`config.mk`:
```
export PLATFORM = sky130hd
export DESIGN_NAME = mem_io_bridge
export DESIGN_NICKNAME = d
export VERILOG_FILES = /design/src/rtl/bridge_pkg.sv /design/src/rtl/bridge_tx_fifo.sv /design/src/rtl/mem_io_bridge.sv
export SDC_FILE = /design/constraint.sdc
export NUM_CORES = 1
export LEC_CHECK = 0
export BUFFER_PORTS_ARGS = -buffer_cell sky130_fd_sc_hd__buf_2
export CAP_MARGIN = 20
export CORE_UTILIZATION = 60
export CTS_BUF_LIST = sky130_fd_sc_hd__clkbuf_4
export DETAILED_ROUTE_END_ITERATION = 6
export PLACE_DENSITY = 0.8
export SETUP_SLACK_MARGIN = 0.05
export SYNTH_ARGS = -nofsm -noshare
export SYNTH_HDL_FRONTEND = slang
export SYNTH_SLANG_ARGS = --single-unit
export TNS_END_PERCENT = 10
```
`constraint.sdc`:
```
create_clock -name clk_in -period 3.6 [get_ports clk_in]
set_clock_uncertainty 0.15 [all_clocks]
set_input_delay 0.18 -clock clk_in [delete_from_list [all_inputs] [get_ports clk_in]]
set_output_delay 0.18 -clock clk_in [all_outputs]
set_load 0.03 [all_outputs]
```
`src/rtl/bridge_pkg.sv`:
```
// bridge_pkg: address map and state encodings shared by the mem_io_bridge slice.
package bridge_pkg;
    localparam logic [17:0] MMIO_UART = 18'h30000;
    localparam logic [17:0] MMIO_CNT  = 18'h30004;
    localparam logic [17:0] RAM_TOP   = 18'h20000;

    typedef enum logic [1:0] {RUN, DRAIN, HALT} state_t;
    typedef enum logic [1:0] {SEL_NONE, SEL_RAM, SEL_RX, SEL_CNT} rsel_t;
endpackage

```
`src/rtl/bridge_tx_fifo.sv`:
```
// bridge_tx_fifo: synchronous byte FIFO with occupancy count and registered almost-full flag.
module bridge_tx_fifo #(
    parameter int DEPTH = 16,
    parameter int SLACK = 2
) (
    input  logic                     clk_in,
    input  logic                     rst_in,
    input  logic                     push,
    input  logic [7:0]               push_data,
    input  logic                     pop_req,
    output logic                     valid,
    output logic [7:0]               data,
    output logic [$clog2(DEPTH):0]   count,
    output logic                     almost_full
);
    localparam int AW = $clog2(DEPTH);
    localparam int CW = AW + 1;
    localparam logic [AW:0] FULL_CNT = CW'(DEPTH);
    localparam logic [AW:0] AF_CNT   = CW'(DEPTH - SLACK);

    logic [7:0]    mem [DEPTH];
    logic [AW-1:0] wr_ptr, rd_ptr;
    logic [AW:0]   count_nxt;
    logic          push_ok, pop;

    assign valid     = count != '0;
    assign data      = mem[rd_ptr];
    assign pop       = valid && pop_req;
    assign push_ok   = push && count != FULL_CNT;
    assign count_nxt = count + CW'(push_ok) - CW'(pop);

    always_ff @(posedge clk_in) begin
        if (rst_in) begin
            wr_ptr      <= '0;
            rd_ptr      <= '0;
            count       <= '0;
            almost_full <= 1'b0;
        end else begin
            wr_ptr      <= wr_ptr + AW'(push_ok);
            rd_ptr      <= rd_ptr + AW'(pop);
            count       <= count_nxt;
            almost_full <= count_nxt >= AF_CNT;
        end
    end

    always_ff @(posedge clk_in) begin
        if (push_ok) mem[wr_ptr] <= push_data;
    end
endmodule

```
`src/rtl/mem_io_bridge.sv`:
```
// mem_io_bridge: cpu byte-bus decoder steering to 128KB RAM or UART/counter/stop MMIO.
// Define BRIDGE_ADDR_CHECK_EN to flag and suppress accesses outside RAM and 0x30000..0x30007.
module mem_io_bridge
    import bridge_pkg::*;
#(
    parameter int TX_DEPTH   = 16,
    parameter int FULL_SLACK = 2
) (
    input  logic        clk_in,
    input  logic        rst_in,
    input  logic        rdy_in,
    input  logic [31:0] cpu_a,
    input  logic [7:0]  cpu_dout,
    input  logic        cpu_wr,
    output logic [7:0]  cpu_din,
    output logic        io_buffer_full,
    output logic [16:0] ram_a,
    output logic        ram_wr,
    output logic [7:0]  ram_din,
    input  logic [7:0]  ram_dout,
    input  logic        rx_valid,
    input  logic [7:0]  rx_data,
    output logic        rx_pop,
    output logic        tx_valid,
    output logic [7:0]  tx_data,
    input  logic        tx_ready,
    output logic        prog_done,
    output logic        bad_addr
);
    logic [17:0] addr;
    logic        mmio, uart_hit, cnt_hit, bad, rd_ok, wr_ok, stop_wr, push, unused_hi;
    logic [7:0]  push_data, rd_q, cnt_byte;
    logic [31:0] counter, snap;
    logic [$clog2(TX_DEPTH):0] fifo_count;
    rsel_t       sel;
    state_t      state;

    assign addr      = cpu_a[17:0];
    assign unused_hi = ^cpu_a[31:18];
    assign mmio      = addr[17:16] == 2'b11;
    assign uart_hit  = addr == MMIO_UART;
    assign cnt_hit   = addr[17:2] == MMIO_CNT[17:2];
`ifdef BRIDGE_ADDR_CHECK_EN
    assign bad = rdy_in && (mmio ? addr[17:3] != MMIO_UART[17:3] : addr >= RAM_TOP);
`else
    assign bad = 1'b0;
`endif
    assign wr_ok     = rdy_in && !bad && cpu_wr;
    assign rd_ok     = rdy_in && !bad && !cpu_wr;
    assign ram_a     = cpu_a[16:0];
    assign ram_din   = cpu_dout;
    assign ram_wr    = wr_ok && !mmio;
    assign rx_pop    = !rst_in && rd_ok && uart_hit && rx_valid;
    assign stop_wr   = wr_ok && addr == MMIO_CNT && state == RUN;
    assign push      = stop_wr || (wr_ok && uart_hit && state == RUN && cpu_dout != 8'h00);
    assign push_data = stop_wr ? 8'h00 : cpu_dout;
    // byte 0 returns the live count and latches it so bytes 1..3 come from the same sample
    assign cnt_byte  = addr[1:0] == 2'b00 ? counter[7:0] : 8'(snap >> {addr[1:0], 3'b000});
    assign cpu_din   = sel == SEL_RAM ? ram_dout : rd_q;

    bridge_tx_fifo #(.DEPTH(TX_DEPTH), .SLACK(FULL_SLACK)) u_tx_fifo (
        .clk_in      (clk_in),
        .rst_in      (rst_in),
        .push        (push),
        .push_data   (push_data),
        .pop_req     (tx_ready),
        .valid       (tx_valid),
        .data        (tx_data),
        .count       (fifo_count),
        .almost_full (io_buffer_full)
    );

    always_ff @(posedge clk_in) begin
        if (rst_in) begin
            counter   <= '0;
            snap      <= '0;
            sel       <= SEL_NONE;
            rd_q      <= 8'h00;
            state     <= RUN;
            prog_done <= 1'b0;
            bad_addr  <= 1'b0;
        end else begin
            counter <= counter + 32'd1;
            sel     <= !rd_ok ? SEL_NONE : !mmio ? SEL_RAM : uart_hit ? SEL_RX : cnt_hit ? SEL_CNT : SEL_NONE;
            rd_q    <= rx_pop ? rx_data : (rd_ok && cnt_hit) ? cnt_byte : 8'h00;
            if (rd_ok && cnt_hit && addr[1:0] == 2'b00) snap <= counter;
            if (stop_wr) state <= DRAIN;
            else if (state == DRAIN && fifo_count == '0) begin
                state     <= HALT;
                prog_done <= 1'b1;
            end
            if (bad) bad_addr <= 1'b1;
        end
    end
endmodule

```
==> run_results.csv <==
group,metric,value,unit
synth,synth_area_leader_cell,"edfxtp_1",
synth,syn_nets,804,
critical_path,required,3.27,ns
critical_path,cp_slowest_cell,"dfxtp_2",
timing,worst_pin_slew,0.914,ns
cells_and_area,area.growth.synth_to_final,15.6,%
grt,grt.overflow.total,0,
timing,setup_viol,0,
grt,antenna_found_initial,2,
clocking,cts_tree,"done",
synth,synth-edff-count,128,
drt,num_vias,6810,
critical_path,cpPeakStageDelay,0.76,ns
placement,place_congestion,0.859,
drt,wl_met3,1.99,mm
clocking,clkLatencyLatePin,0.67,ns
floorplanning,rows,45,
timing,maxSlewViolCount,0,
synth,async_flop_share,0,%
synth,synth_cell_types,47,
timing,fin_crit,3.27,ns
drt,ant_nets,0,
drt,wirelength,21.7,mm
synth,synth_top_cell_area_share,40.5,%
run,maxCapViolations,0,
drt,drt_iter0_markers,594,
power_and_ir_drop,p_per_area,527,nW/um^2
floorplanning,dieArea,16300,um^2
critical_path,worstPathArrival,2.94,ns
drt,firstDrtPassIters,5,
cells_and_area,drive_above_1_share,29.0,%
critical_path,crit_top_cell,"mux4_2",
grt,grt_start_max_net_pins,51,
power_and_ir_drop,peakVddDrop,0.410,mV
timing,setup_tns,0,ns
power_and_ir_drop,leakagePower,3.79,nW
clocking,cts.clk_slew.worst_paths,0.07,ns
critical_path,path_class,"reg2out",
placement,place_hpwl,14.0,mm
clocking,cts.path.max_buffers,3,
critical_path,crit_path_start_kind,"flip-flop",
placement,port_buffers,93,
grt,grt_usage,27.6,%
cells_and_area,fin_nets,929,
synth,synthTopCellsByArea,"edfxtp_1 40%, dfxtp_1 19%, mux4_2 11%",
cells_and_area,n_fill_cell,1027,
critical_path,crit_path_end_kind,"primary output",
floorplanning,die_h,128,um
drt,drt-met1-wl,8.77,mm
critical_path,worst-path-buf-inv,2,
synth,ys.flop_type,"edfxtp_1",
timing,maxSlewHeadroom,39.1,%
critical_path,cp_top_family,"multiplexers",
timing,whs,0.0620,ns
clocking,cts.sinks,219,
floorplanning,coreArea,15300,um^2
timing,rsz0062_at_grt,"no",
clocking,cts_resized,0,
clocking,root_buffer,"clkbuf_4",
floorplanning,start_util,62.0,%
floorplanning,ios,109,
drt,routed_via_density,6.17,
floorplanning,dieWidth,128,um
cells_and_area,final_cell_mix,"128 x edfxtp_1, 93 x buf_2, 90 x dfxtp_1, 70 x clkbuf_4, 55 x a21oi_1",
cells_and_area,final_core_util,71.7,%
drt,drc,0,
timing,fin_crit_sh,91.0,%
critical_path,crit_path_max_fanout,17,
drt,top_layer,"met5",
grt,grt_pass1_wl,34.3,mm
clocking,htree_levels,2,
worst_hold_path,hp-class,"in2reg",
drt,avgRoutedWirePerCell,19.7,um
synth,ys_warn_count,0,
synth,synth-seq-cells,219,
run_status,status,"finished, final reports clean",
synth,avgSynthCellArea,13.0,um^2
timing,fmax,305,MHz
drt,route.met2.wl,10.5,mm
cells_and_area,final_common_cell,"edfxtp_1",
grt,first_global_vias,6663,
clocking,cts_buffers,51,
synth,ys_seq_area_share,59.6,%
synth,netlist_area,9500,um^2
critical_path,cp_cell_sequence,"buf_12 -> mux4_2 -> mux4_2 -> buf_2",
timing,timing_hold_violations_final,0,
synth,netlist_instances,730,
worst register-to-register path, stage by stage (launching register included):
cell	delay, ns
dfxtp_1	0.32
inv_1	0.08
ha_1	0.16
nor4b_1	0.45
inv_1	0.14
and2_1	0.22
ha_1	0.27
inv_1	0.04
ha_1	0.20
fa_1	0.40
a21oi_1	0.19
o21bai_1	0.10
xnor2_1	0.21
o22ai_1	0.11
layer usage:
metal	vias up	track usage, %
met5	-	0
met4	2	9.97
met3	53	6.97
met2	395	44.3
met1	3290	36.7
li1	3070	-
Yosys cell counts, types with 6 or more instances:
| cell | n |
|---|---|
| a21oi_1 | 55 |
| a311oi_1 | 8 |
| and2_1 | 10 |
| and3_1 | 6 |
| buf_4 | 27 |
| clkbuf_1 | 45 |
| dfxtp_1 | 91 |
| edfxtp_1 | 128 |
| ha_1 | 11 |
| inv_1 | 15 |
| mux2_2 | 8 |
| mux4_2 | 48 |
| nand2_1 | 20 |
| nand2b_1 | 6 |
| nand3_1 | 47 |
| nand4_1 | 8 |
| nor2_1 | 26 |
| nor2b_1 | 8 |
| nor3_1 | 22 |
| nor4_1 | 10 |
| o21ai_0 | 37 |
| o31ai_1 | 13 |
| or3_1 | 6 |
| or4_1 | 22 |
| xnor2_1 | 10 |
| xor2_1 | 10 |
flip-flops by register name (all words and copies together), names as in the netlist:
signal / count
counter: 32
rd_q: 8
u_tx_fifo.rd_ptr: 4
u_tx_fifo.wr_ptr: 4
u_tx_fifo.count: 5
u_tx_fifo.almost_full: 1
state: 2
u_tx_fifo.mem: 128
snap: 32
prog_done: 1
sel: 2
report_power, final:
group / internal (mW) / leakage, nW / total, mW / switching [mW]
clock: 0.977 / 0.372 / 1.92 / 0.947
combinational: 0.525 / 1.53 / 1.09 / 0.561
sequential: 2.69 / 1.89 / 2.77 / 0.0844
total: 4.19 / 3.79 / 5.79 / 1.59
cell families (layout without fill, tap and decap cells):
group / after synthesis / in the layout / synth area share (%)
flops: 219 / 219 / 59.6
buf+inv: 93 / 254 / 4.81
simple gates: 209 / 209 / 12.6
compound gates: 120 / 120 / 7.11
mux: 56 / 56 / 12.3
fa+ha+maj: 12 / 12 / 1.66
other cells: 1 / 2 / 0.0395
xor+xnor: 20 / 20 / 1.84
layout make-up:
class,instances,area [um^2],share of cell area (%)
antenna,1,2.50,0.0228
clock buffer,70,526,4.79
clock inverter,19,109,0.991
inverter,15,56.3,0.513
multi-input combinational,418,3380,30.8
sequential,219,5670,51.6
tap,211,264,2.40
timing repair buffer,150,978,8.91
final timing paths:
kind	start	endpoint	slack [ns]	cells after the start
max	u_tx_fifo.rd_ptr[0]	tx_data[1]	0.33	4
min	cpu_dout[0]	u_tx_fifo.mem[4][0]	0.06	2
max reg2reg	u_tx_fifo.count[2]	u_tx_fifo.almost_full	0.42	13
min reg2reg	snap[29]	snap[29]	0.33	2
stage by stage:
stage	setup slack, ns	instance area [um^2]	instances	total power, mW
2_1_floorplan	0.602	9500	730	3.63
3_3_place_gp	0.609	10100	984	3.85
3_5_place_dp	0.494	10100	984	3.89
4_1_cts	0.255	11000	1101	5.82
5_1_grt	0.0316	11000	1103	6.06
6_report	0.325	11000	1103	5.79
repair_timing:
action | CTS | global route
setup buffers | 0 | 0
hold buffers | 28 | 1
endpoints found under the setup margin | 0 | 0
hold endpoints to repair | 62 | 1
Power figures use the tool's default switching activity.
